$ cat config.mk
export PLATFORM = sky130hd
export DESIGN_NAME = mac8_seq_ctrl
export DESIGN_NICKNAME = d
export VERILOG_FILES = /design/src/rtl/mac8_seq_ctrl.sv
export SDC_FILE = /design/constraint.sdc
export NUM_CORES = 1
export LEC_CHECK = 0
export CAP_MARGIN = 20
export CORE_ASPECT_RATIO = 0.75
export CORE_MARGIN = 4
export CORE_UTILIZATION = 48
export DETAILED_ROUTE_END_ITERATION = 8
export PLACE_DENSITY = 0.89
export SLEW_MARGIN = 15
export SYNTH_ARGS = -nofsm -noshare
export SYNTH_HDL_FRONTEND = slang
export SYNTH_SLANG_ARGS = --single-unit
export TNS_END_PERCENT = 5
$ cat constraint.sdc
create_clock -name clk -period 2.3 [get_ports clk]
set_input_delay 0.46 -clock clk [delete_from_list [all_inputs] [get_ports clk]]
set_output_delay 0.46 -clock clk [all_outputs]
set_load 0.02 [all_outputs]
$ cat src/rtl/mac8_seq_ctrl.sv
// -----------------------------------------------------------------------------
// mac8_seq_ctrl
//
// Sequencer for the shared 16-bit adder of the MAC8 datapath. One start pulse
// runs an unsigned OP_W x OP_W multiply as OP_W shift-add cycles through the
// external adder. A single accumulate cycle then follows, also through the
// adder. The block keeps the 16-bit accumulator and a sticky overflow flag.
//
// Build option:
//   MAC8_SATURATE_EN  defined   -> an accumulate carry saturates acc to all-ones
//                     undefined -> an accumulate carry wraps acc mod 2^16
//   In both builds an accumulate carry sets ovf.
//
// Parameters:
//   OP_W      operand width (only 8 is supported; 2*OP_W must equal adder width)
//   ACC_INIT  value loaded into acc on rst and on acc_clr
//
// Ports:
//   clk      in   rising-edge clock
//   rst      in   synchronous active-high reset
//   start    in   begin a MAC with op_a*op_b; sampled only in IDLE
//   acc_clr  in   load ACC_INIT into acc and clear ovf; sampled in IDLE/DONE
//   op_a     in   multiplicand, latched when start is accepted
//   op_b     in   multiplier, latched when start is accepted
//   busy     out  high while multiplying or accumulating
//   done     out  one-cycle pulse; acc holds the new result
//   acc      out  accumulator
//   ovf      out  sticky accumulate carry-out flag
//   add_a    out  adder operand A
//   add_b    out  adder operand B
//   add_cin  out  adder carry-in (constant 0)
//   add_sum  in   adder result, combinational from add_a/add_b/add_cin
//
// Handshake: start and acc_clr are level-sampled request strobes. They have no
// ready return; a strobe that arrives in a state that does not sample it is
// dropped, not queued.
// -----------------------------------------------------------------------------
module mac8_seq_ctrl #(
    parameter int                OP_W     = 8,
    parameter logic [2*OP_W-1:0] ACC_INIT = '0
) (
    input  logic                clk,
    input  logic                rst,
    input  logic                start,
    input  logic                acc_clr,
    input  logic [OP_W-1:0]     op_a,
    input  logic [OP_W-1:0]     op_b,
    output logic                busy,
    output logic                done,
    output logic [2*OP_W-1:0]   acc,
    output logic                ovf,
    output logic [2*OP_W-1:0]   add_a,
    output logic [2*OP_W-1:0]   add_b,
    output logic                add_cin,
    input  logic [2*OP_W-1:0]   add_sum
);

    localparam int W     = 2 * OP_W;
    localparam int CNT_W = $clog2(OP_W);

    typedef enum logic [1:0] {
        S_IDLE = 2'd0,
        S_MUL  = 2'd1,
        S_ACC  = 2'd2,
        S_DONE = 2'd3
    } state_t;

    state_t             state, state_next;
    logic [W-1:0]       mcand;
    logic [OP_W-1:0]    mplr;
    logic [W-1:0]       prod;
    logic [CNT_W-1:0]   cnt;
    logic               carry;

    // State register
    always_ff @(posedge clk) begin
        if (rst) state <= S_IDLE;
        else     state <= state_next;
    end

    // Next state and adder operand steering
    always_comb begin
        state_next = state;
        add_a      = '0;
        add_b      = '0;
        add_cin    = 1'b0;
        busy       = 1'b0;
        done       = 1'b0;
        case (state)
            S_IDLE: begin
                if (start) state_next = S_MUL;
            end
            S_MUL: begin
                busy  = 1'b1;
                add_a = prod;
                add_b = mplr[0] ? mcand : '0;
                if (cnt == CNT_W'(OP_W - 1)) state_next = S_ACC;
            end
            S_ACC: begin
                busy       = 1'b1;
                add_a      = acc;
                add_b      = prod;
                state_next = S_DONE;
            end
            S_DONE: begin
                done       = 1'b1;
                state_next = S_IDLE;
            end
            default: state_next = S_IDLE;
        endcase
    end

    // The carry-in is always 0, so a carry out of the MSB shows up as a
    // sum smaller than either operand.
    assign carry = (add_sum < acc);

    // Datapath and accumulator
    always_ff @(posedge clk) begin
        if (rst) begin
            acc   <= ACC_INIT;
            ovf   <= 1'b0;
            mcand <= '0;
            mplr  <= '0;
            prod  <= '0;
            cnt   <= '0;
        end else begin
            case (state)
                S_IDLE: begin
                    // The clear lands on the same edge as the operand latch,
                    // so start+acc_clr accumulates onto a fresh ACC_INIT.
                    if (acc_clr) begin
                        acc <= ACC_INIT;
                        ovf <= 1'b0;
                    end
                    if (start) begin
                        mcand <= {{OP_W{1'b0}}, op_a};
                        mplr  <= op_b;
                        prod  <= '0;
                        cnt   <= '0;
                    end
                end
                S_MUL: begin
                    prod  <= add_sum;
                    mcand <= mcand << 1;
                    mplr  <= mplr >> 1;
                    cnt   <= cnt + 1'b1;
                end
                S_ACC: begin
`ifdef MAC8_SATURATE_EN
                    if (carry) begin
                        acc <= '1;
                        ovf <= 1'b1;
                    end else begin
                        acc <= add_sum;
                    end
`else
                    acc <= add_sum;
                    if (carry) ovf <= 1'b1;
`endif
                end
                S_DONE: begin
                    if (acc_clr) begin
                        acc <= ACC_INIT;
                        ovf <= 1'b0;
                    end
                end
                default: ;
            endcase
        end
    end

endmodule

Yosys cells after proc, flatten, opt, wreduce, memory -nomap -nowiden
Index checks and enable logic that the tools add are counted.
{"block": "word_totals", "output_inout_bits": 52, "wordCells": 47, "regBits": 62, "input_bits": 36}
{"block": "classes", "n_eq_ne": 8, "n_reduce_logical": 9, "magnitude_cmp": 1, "mux": 21, "n_addsub": 1}
{"op": "16-bit case mux with 2 select lines", "n": 5}
{"op": "16-bit two-way mux", "n": 4}
{"op": "16-bit less-than comparator", "n": 1}
{"op": "8-bit case mux with 2 select lines", "n": 1}
{"op": "8-bit two-way mux", "n": 1}
{"op": "2-bit case mux with 4 select lines", "n": 1}
{"op": "2-bit != test (second input constant)", "n": 3}
{"op": "3-bit case mux with 2 select lines", "n": 1}
{"op": "2-bit AND reduction", "n": 3}
{"op": "2-bit == test (second input constant)", "n": 2}
{"op": "1-bit two-way mux", "n": 4}
{"op": "2-bit two-way mux", "n": 2}
{"op": "2-bit nonzero test", "n": 2}
{"op": "2-bit OR reduction", "n": 2}
{"op": "3-bit by 1-bit adder with 3-bit output (second input constant)", "n": 1}
{"op": "3-bit == test (second input constant)", "n": 1}
{"op": "3-bit two-way mux", "n": 1}
{"op": "3-bit AND reduction", "n": 1}
{"op": "2-bit by 1-bit == test with 1-bit output (second input constant)", "n": 1}
{"op": "2-bit zero test", "n": 1}
{"op": "2-bit by 1-bit != test with 1-bit output (second input constant)", "n": 1}
{"op": "1-bit case mux with 2 select lines", "n": 1}

Depth between registers and ports, before layout
Gate-level depths: netlist (run 1).
{"block": "logic_depth", "word_depth": 4, "depth_mapped": 8, "ltp_nobuf": 7}

Least setup slack after synthesis (run 1)
No wires, ideal clock.
{"block": "synth_timing", "kind": "register to output", "startpoint": "reg state[0]", "endpoint": "out add_b[10]", "t_arrival_ps": 1910, "path_stages_with_launch": 8, "t_required_ps": 1840, "n_path_buf": 3, "setup_slack_ps": -70, "cell_sequence": "dfxtp_1 -> inv_1 -> ha_1 -> and2_1 -> clkbuf_1 -> buf_2 -> buf_1 -> a22o_1"}
{"block": "synth_via", "elab_chain_cells": 2, "elab_cells_between_ends": 3, "classes_between": "eq/ne: 2; mux: 1"}
{"element": "start, declared", "line_no": "68", "text": "state_t state, state_next;"}
{"element": "start signal, assigned", "line_no": "78", "text": "else state <= state_next;"}
{"element": "2-bit == test or 2-bit by 1-bit == test with 1-bit output (tied branches)", "line_no": "89", "text": "case (state)"}
{"element": "16-bit case mux with 2 select lines (*)", "line_no": "89"}
{"element": "end, declared", "line_no": "53", "text": "output logic [2*OP_W-1:0] add_b,"}
Mark *: on every way between the ends. The rest lies on a longest branch, timed or not.

Worst setup path in the final report (run 1)
{"block": "layout_timing", "startpoint": "reg state[1]", "endpoint": "out add_a[5]"}
{"block": "layout_via", "elab_chain_cells": 2, "elab_cells_between_ends": 3, "classes_between": "eq/ne: 2; mux: 1"}
{"element": "2-bit == test or 2-bit by 1-bit == test with 1-bit output (tied branches)", "line_no": "89"}
{"element": "16-bit case mux with 2 select lines (*)", "line_no": "89"}
{"element": "end, declared", "line_no": "52", "text": "output logic [2*OP_W-1:0] add_a,"}
Marked as above.

==> results of run 1 <==
==> synthesized netlist by cell type, drive strengths merged, types with 2 or more instances <==
cell type   n  share of area, %
a211oi     14               3.4
a21oi       8               1.3
a22o       32               9.1
a22oi      44                11
and2        3              0.61
buf        17               2.9
clkbuf     13               1.6
dfxtp      62                40
ha         22               8.9
inv        20               2.4
mux2i      15               4.9
nand2       6              0.73
nand2b      4              0.81
nand3       2              0.32
nand4       2              0.61
nor2       65               7.9
o21a        2              0.48
o21ai       3              0.48
==> where the power goes <==
group / switching, mW / internal (mW)
clock: 0.418 / 0.637
combinational: 1.20 / 0.913
sequential: 0.182 / 1.31
==> logic make-up after synthesis <==
kind of cell	count (synthesis)
compound gates	109
simple gates	86
flops	62
buf+inv	50
fa+ha+maj	22
mux	15
other cells	1
==> final cells by class <==
cell class | count | area [µm²]
inverters | 20 | 75.07
multi-input cells | 233 | 1689
fillers | 465 | 1897
flip-flops and latches | 62 | 1244
repair buffers | 120 | 1066
well taps | 81 | 101.3
clock buffers | 12 | 145.1
clock inverters | 4 | 70.07
==> through the flow <==
step	TNS [ps]	cells	power, mW	util [%]
floorplan	0	345	2.692	-
global placement	-1247	511	3.296	66.39
detailed placement	-2996	512	3.411	66.63
CTS	0	529	4.541	68.48
global route	-1.617	532	4.895	69.83
finish	0	532	4.658	69.83
==> worst paths after layout <==
check | end | slack, ps | cells past startpoint
max | add_a[5] | 60 | 7
min | mplr[5] | 500 | 2
max reg2reg | mcand[8] | 180 | 8
min reg2reg | mplr[5] | 500 | 2
==> worst max-delay path, cell delays in order, from the launching register on <==
cell     delay, ps
dfxtp_2        340
inv_2           50
buf_4          140
ha_4           160
and2_4         160
buf_4          170
a22o_1         240
buf_2          160
==> registers in the layout, indices dropped and copies added, names as in the netlist <==
register  count
prod         16
mplr          8
acc          16
cnt           3
ovf           1
state         2
mcand        16
==> routing by layer <==
metal  up-vias  share of wire [%]
met3        17                8.8
met1      1500                 44
li1       1458                  -
met4         0                1.8
met2       150                 46
met5         -                  0
==> repair_timing <==
item,CTS,global route
resized for setup,139,8
setup buffers,0,1
pin swaps,0,3
hold endpoints to repair,0,0
setup endpoints to repair,32,33
gates cloned,1,2
==> impl_results.md, run 1 <==
* Starting DRT DRC Count at between 200 and 300
* Nets at 504
* Placer Congestion at between 0.8 and 0.9
* Num CTS Buffers at 9
* Most Used Layer, Global Route: met2
* Mux cell area share after synthesis at 4.850%
* Routed wire length at 9825 µm
* Final hold violation count at 0
* Ports at between 80 and 90
* Outcome: finished clean
* Core ar. at around 6300 µm²
* Post-DRT Antenna Nets at 0
* M2 GR Usage at 37.65%
* Met3 GRT Util at under 10%
* Synthesized cell area at between 3000 and 4000 µm²
* Worst-path clk slew at 70 ps
* P_leak at 1.796 nW
* Vias at 3125
* GRT Total Usage at 23.85%
* Cell Rows at 25
* FFs w/ async S/R, synth at 0%
* Skew final at 8.440 ps
* # port buffers at 86
* Yosys warnings at 0
* CP Data Arrival Time at 1780 ps
* Clk Latency, worst-skew pair at 340 ps
* Initial antenna violation count at 0
* Relative slew slack at 47.38%
* Worst hold slack at 502.4 ps
* Tcrit/Tclk final at 97.26%
* Combinational family with the most area after synthesis: compound AO/OA/AOI/OAI gates
* Setup violators final at 0
* Seq/Total Area, Yosys at 40.10%
* CP startpoint kind: register
* Worst setup margin at approximately 63 ps
* Final Max Slew Viols at 0
* Initial core utilization at 49.23%
* Final Cell Area at 4390 µm²
* Setup CP Type: register to output pin
* #FFs+latches synth at 62
* Clock H-tree levels at 3
* XOR/XNOR Fraction of Synth Area at 0%
* Unrepaired setup endpoints after global routing: true
* CP max FO at 8
* Ys flop type: dfxtp_1
* Most frequent cells in the layout: nor2_1, dfxtp_1, clkdlybuf4s50_1, a22oi_1, a22o_1
* Min-delay src: mplr[5]
* Post-synth EDFFs at 0
* Unique masters post-synth at 32
* Adder-Cell Fraction of Synth Area at 8.892%
* Crit path from: state[1]
* Post-Synth Simple-Gate Area at about an eighth
* Crit path capture type: output pin
* Worst Hold Class: register to register
* Placed Area at roughly 4200 µm²
* Slew @ Worst Pin at 789.1 ps
* Die X at 100.7 µm
* First-pass GRT wire length at 14620 µm
* GRT met1 Usage at 31.01%
* Clk sinks at 62
* Wire per inst at 18.47 µm
* DR vias/cell at about 5.9
* Ant diodes at 0
* Pre-CTS WS at -137.8 ps
* Post-route DRC at 0
* CTS Buffer Depth at 2
* Area grow syn2layout at 41.84%
* Compound-Gate Fraction of Synth Area at 27.20%
* VDD IR max at 0.5435 mV
* Mapped Nets at between 400 and 500
* Fmax at 0.4470 GHz
* Req. time, crit path at 1840 ps
* Post-DP HPWL at roughly 6300 µm
* FF-to-FF Start: state[1]
* MaxCap Viol Count at 0
* Most common cell after layout, fill and taps aside: nor2_1
* Largest net degree at the start of global routing at 39
* Congestion Overflow GR at 0
* Share of layout cells above drive strength 1 at 21.06%
* Die ar. at approximately 7800 µm²
* Drt pass-1 iters at 5
* Avg Inst Size Synth at 8.972 µm²
* Hold buffers post-CTS at 0
* Tmin final at ~2200 ps
* CTS tree: built
* Power Density at approximately 1100 nW/µm²
* Mapped Cells at between 300 and 400
* Vias in the first global route at 2947
* Die H at about 78 µm
* Root Buffer: clkbuf_8
No activity file was read; power rests on OpenSTA's default activity.
==> run 2: changes to the inputs <==
--- a/config.mk
+++ b/config.mk
@@ -5,12 +5,13 @@
 export SDC_FILE = /design/constraint.sdc
 export NUM_CORES = 1
 export LEC_CHECK = 0
-export CAP_MARGIN = 20
+export CAP_MARGIN = 25
 export CORE_ASPECT_RATIO = 0.75
 export CORE_MARGIN = 4
 export CORE_UTILIZATION = 48
 export DETAILED_ROUTE_END_ITERATION = 8
 export PLACE_DENSITY = 0.89
+export REMOVE_ABC_BUFFERS = 1
 export SLEW_MARGIN = 15
 export SYNTH_ARGS = -nofsm -noshare
 export SYNTH_HDL_FRONTEND = slang
==> run 2 against run 1 <==
  * Clock skew increased by 0.86 ps
  * Global-route usage shrank 0.65 points
  * Sequential share of layout area up 0.76 points
  * Clock power shrank 24%
  * Critical path depth unchanged
  * Register-to-register slack improved by 170 ps
  * Hold slack got worse by 4.0 ps
  * Critical endpoint is now add_a[3]
  * Largest power group unchanged
==> impl_results.md, run 2 (synthesized netlist as in run 1, its figures left out) <==
* Outcome: finished clean
* Initial core utilization at 49.23%
* Final hold violation count at 0
* CP Data Arrival Time at between 1500 and 2000 ps
* Final Max Slew Viols at 0
* Power Density at 1010 nW/µm²
* Fmax at 0.4462 GHz
* Die ar. at about 7800 µm²
* Drt pass-1 iters at 5
* Setup violators final at 0
* Top flop regs: acc (16), mcand (16), prod (16)
* Die X at around 100 µm
* Vias in the first global route at between 3000 and 4000
* Congestion Overflow GR at 0
* Post-DRT Antenna Nets at 0
* CTS tree: built
* Worst Hold Path EP: mplr[2]
* Num CTS Buffers at 9
* R2R setup slack at 350 ps
* Initial antenna violation count at 0
* CP startpoint kind: register
* Root Buffer: clkbuf_8
* Clk sinks at 62
* MaxCap Viol Count at 0
* CTS Buffer Depth at 2
* WHS Path Cells at 2
* Ports at 88
* Unrepaired setup endpoints after global routing: false
* Largest net degree at the start of global routing at 36
* Placed Area at 4199 µm²
* CP max FO at 13
* Tcrit/Tclk final at 97.45%
* Placer Congestion at about 0.8
* Worst-path clk slew at approximately 70 ps
* Setup CP Type: register to output pin
* Pre-CTS WS at -123.1 ps
* Most frequent cells in the layout: nor2_1, dfxtp_1, clkdlybuf4s50_1, a22oi_1, a22o_1
* Post-route DRC at 0
* Slew @ Worst Pin at 615.9 ps
* Post-DP HPWL at 6218 µm
* Relative slew slack at 58.94%
* Skew final at 9.302 ps
* Crit path capture type: output pin
* Final Cell Area at roughly 4300 µm²
* DR vias/cell at between 5 and 6
* Req. time, crit path at 1840 ps
* Ant diodes at 0
* Starting DRT DRC Count at roughly 170
* R2R depth at 7
* P_leak at 1.735 nW
* Clock H-tree levels at 3
* Core ar. at about 6300 µm²
* Die H at between 70 and 80 µm
* FF-to-FF Start: acc[15]
* Area grow syn2layout at 38.12%
* Min-delay src: mplr[2]
* Most common cell after layout, fill and taps aside: nor2_1
* Tmin final at about 2200 ps
* GRT Total Usage at a little under a quarter
* Share of layout cells above drive strength 1 at 19.96%
* Vias at 3027
* Wire per inst at 16.81 µm
* Nets at 500
* Post-CTS Setup Bufs at 0
* Routed wire length at 8857 µm
* Clk Latency, worst-skew pair at between 300 and 400 ps
* VDD IR max at 0.6611 mV
* First-pass GRT wire length at 14540 µm
* Reg2reg end: ovf
* Worst Hold Class: register to register
* # port buffers at 86
* Worst setup margin at 58.64 ps
* Cell Rows at 25
-- run 2: cell count changes in the layout (fill, tap and decap cells not counted), sizes merged --
cell / delta
buf: -3
bufinv: -2
clkbuf: -2
clkinvlp: +2
-- run 2: worst max path at each step --
stage | from | to | cells past startpoint
4_1_cts | state[0] | add_a[3] | 7
3_5_place_dp | state[0] | add_a[3] | 6
3_3_place_gp | state[1] | add_a[3] | 6
5_1_grt | state[0] | add_a[3] | 7
6_report | state[0] | add_a[3] | 7
2_1_floorplan | state[1] | cnt[1] | 5
-- run 2: metrics by stage --
stage	power [mW]	util [%]	cells	hold WS [ps]	TNS, ps
after CTS	4.272	67.24	526	502.1	-4.851
after floorplan	2.546	-	315	463.1	-36950
after global placement	3.331	66.79	511	485.2	-814.1
final	4.317	68.00	527	498.4	0
after detailed placement	3.419	66.79	511	492.0	-2309
after global routing	4.591	68.00	527	520.1	0
-- run 2: metal layers --
layer / wire length (µm) / vias to the layer above / GRT usage, %
met5: 0 / - / 0
met2: 4306 / 115 / 39.09
met4: 153 / 0 / 8.614
met3: 696 / 20 / 7.008
met1: 3701 / 1444 / 27.66
li1: - / 1448 / -
-- run 2: critical path: stages, from the launching register on --
cell,delay [ps]
dfxtp_2,330
inv_2,50
buf_4,130
ha_1,200
and2_4,180
buf_12,150
a22o_1,210
buf_2,170
-- run 2: cell type report --
cell class	count	area, µm²
Clock inverter	4	25.02
Multi-Input combinational cell	233	1680
Sequential cell	62	1244
Timing Repair Buffer	116	1018
Fill cell	488	2012
Clock buffer	11	131.4
Inverter	20	75.07
Tap cell	81	101.3
-- run 2: power by group --
group	switching [mW]	total (mW)	internal (mW)
Sequential	0.165	1.47	1.31
Combinational	1.15	2.05	0.896
Clock	0.420	0.801	0.381
Total	1.73	4.32	2.58
-- run 2: timing repair --
item / 4_1_cts / 5_1_grt
gates resized for setup: 137 / 8
pin swaps: 0 / 3
cloned: 0 / 1
hold buffers: 0 / 0
hold endpoints to repair: 0 / 0
endpoints found under the setup margin: 33 / 33
==> run 3: changes to the inputs <==
--- a/config.mk
+++ b/config.mk
@@ -6,9 +6,11 @@
 export NUM_CORES = 1
 export LEC_CHECK = 0
 export CAP_MARGIN = 25
+export CELL_PAD_IN_SITES_DETAIL_PLACEMENT = 2
+export CELL_PAD_IN_SITES_GLOBAL_PLACEMENT = 2
 export CORE_ASPECT_RATIO = 0.75
 export CORE_MARGIN = 4
-export CORE_UTILIZATION = 48
+export CORE_UTILIZATION = 28
 export DETAILED_ROUTE_END_ITERATION = 8
 export PLACE_DENSITY = 0.89
 export REMOVE_ABC_BUFFERS = 1
==> run 3 against run 2 <==
  * Clock power increased by 61%
  * Via count increased by 2.1%
  * Non-clock buffer count increased by 6
  * Critical path depth unchanged
  * Sequential power about the same
  * Count of clock-buffer cells in the layout is 5 higher
  * Sequential share of layout area decreased by 1.5 points
  * Register-to-register slack got worse by 90 ps
  * Flip-flop and latch count did not move
  * Critical path type unchanged
  * Critical endpoint is now add_a[14]
==> impl_results.md, run 3 (synthesized netlist as in run 1, its figures left out) <==
* First-pass GRT wire length at 19090 µm
* Initial core utilization at 29.40%
* Root Buffer: clkbuf_16
* Clk Latency, worst-skew pair at 330 ps
* Worst Hold Class: register to register
* Nets at 506
* CTS tree: built
* Unrepaired setup endpoints after global routing: true
* Clk sinks at 62
* VDD IR max at ~0.54 mV
* Congestion Overflow GR at 0
* Vias at 3092
* Share of total power in sequential cells at 29.8%
* Slew @ Worst Pin at 516.4 ps
* Final hold violation count at 0
* Wire per inst at 20.34 µm
* Num CTS Buffers at 9
* Die ar. at 12820 µm²
* CP max FO at 19
* GRT Total Usage at 19.18%
* Clk pwr share at 25.8%
* Most common cell after layout, fill and taps aside: nor2_1
* Drt pass-1 iters at 4
* Setup violators final at 0
* Fill cells at 1149
* Post-Place Cells at roughly 570
* Share of layout cells above drive strength 1 at 20.97%
* Skew final at 5.360 ps
* CTS Buffer Depth at 2
* Starting DRT DRC Count at between 150 and 200
* Largest net degree at the start of global routing at 29
* Vias in the first global route at between 3000 and 4000
* DR vias/cell at roughly 5.2
* Power Density at 1111 nW/µm²
* Pre-CTS WS at -230.3 ps
* CP startpoint kind: register
* Worst setup margin at 46.30 ps
* Worst-path clk slew at 50 ps
* Tmin final at 2254 ps
* Psw at 1.951 mW
* Post-route DRC at 0
* Hold buffers post-CTS at 0
* Die X at 129.4 µm
* Min-delay src: mplr[5]
* Routed wire length at between 10000 and 15000 µm
* # port buffers at 86
* Cell Rows at 32
* Clock H-tree levels at 3
* Req. time, crit path at 1840 ps
* Placer Congestion at 0.7681
* Initial antenna violation count at 1
* Area grow syn2layout at 45.72%
* CP Data Arrival Time at 1790 ps
* Crit path capture type: output pin
* Outcome: finished clean
* Relative slew slack at 65.57%
* MaxCap Viol Count at 0
* Switching Fraction at 38.95%
* Layout Cells excl Fill at ~590
* FF-to-FF Start: acc[15]
* Ant diodes at 0
* Reg2reg end: ovf
* Core ar. at 10530 µm²
* WHS Path Cells at 2
* Total power at approximately 5.0 mW
* Most frequent cells in the layout: nor2_1, dfxtp_1, clkdlybuf4s50_1, a22oi_1, buf_4
* Fmax at 0.4437 GHz
* Tcrit/Tclk final at 97.99%
* Die H at between 90 and 100 µm
* Top flop regs: acc (16), mcand (16), prod (16)
* R2R depth at 7
* Power Internal at just over 3 mW
* R2R setup slack at 260 ps
* Final Max Slew Viols at 0
* P_leak at 1.824 nW
* Post-DP HPWL at 8495 µm
* Setup CP Type: register to output pin
* Post-DRT Antenna Nets at 0
* Worst Hold Path EP: mplr[5]
* Comb power frac at 44.5%
* Ports at 88
## run 3: changes by cell type in the layout (fill, tap and decap cells not counted), sizes merged
| cell | change |
|---|---|
| clkinvlp | -2 |
| buf | +7 |
| clkinv | -2 |
| clkbuf | +4 |
## run 3: metrics by stage
| stage | hold slack (ps) | area, µm² | utilization (%) | setup TNS (ps) |
|---|---|---|---|---|
| after floorplan | 463.1 | 2958 | - | -36950 |
| after global routing | 533.2 | 4511 | 42.84 | -27.03 |
| after CTS | 515.9 | 4458 | 42.34 | -107.4 |
| after detailed placement | 508.7 | 4302 | 40.85 | -4299 |
| final | 508.7 | 4511 | 42.84 | 0 |
| after global placement | 488.0 | 4302 | 40.85 | -767.3 |
## run 3: routing by layer
layer / routed length, µm / global-route usage [%] / part of all wire, % / vias to the layer above
li1: - / - / - / 1453
met1: 5198 / 23.36 / 43 / 1528
met2: 5786 / 31.57 / 48 / 85
met3: 755 / 6.176 / 6.3 / 24
met4: 224 / 7.188 / 1.9 / 2
met5: 18 / 0 / 0.15 / -
## run 3: timing repair
item                                    4_1_cts  5_1_grt
endpoints found under the setup margin       33       34
pin swaps                                     1        4
setup buffers                                 0        1
resized for setup                           138       12
## run 3: worst max path at each step
stage                start        end  slack, ps  cells after the start
2_1_floorplan     state[1]     cnt[1]       -700                      5
3_3_place_gp   add_sum[15]        ovf       -140                      7
3_5_place_dp   add_sum[15]        ovf       -230                      7
4_1_cts           state[1]  add_b[15]        -40                      7
5_1_grt           state[1]  add_a[14]        -10                      7
6_report          state[1]  add_a[14]         50                      7
## run 3: power groups by stage
stage	combinational, mW	sequential (mW)	clock [mW]
after floorplan	1.07	1.47	0
final	2.23	1.49	1.29
after global placement	1.97	1.48	0
after CTS	2.21	1.49	1.32
after detailed placement	2.10	1.50	0
after global routing	2.43	1.52	1.38
## run 3: final cells by class
cell class	instances	area, µm²	share of cell area [%]
repair buffers	122	1044	23.13
clock buffers	16	281.5	6.241
inverters	20	75.07	1.664
well taps	136	170.2	3.773
multi-input cells	233	1698	37.64
flip-flops and latches	62	1242	27.55
## run 3: worst max-delay path: stages, from the launching register on
cell and delay [ps]:
dfxtp_2 330, buf_4 130, buf_4 130, ha_2 180
and2_4 160, buf_12 150, a22o_1 210, buf_4 160
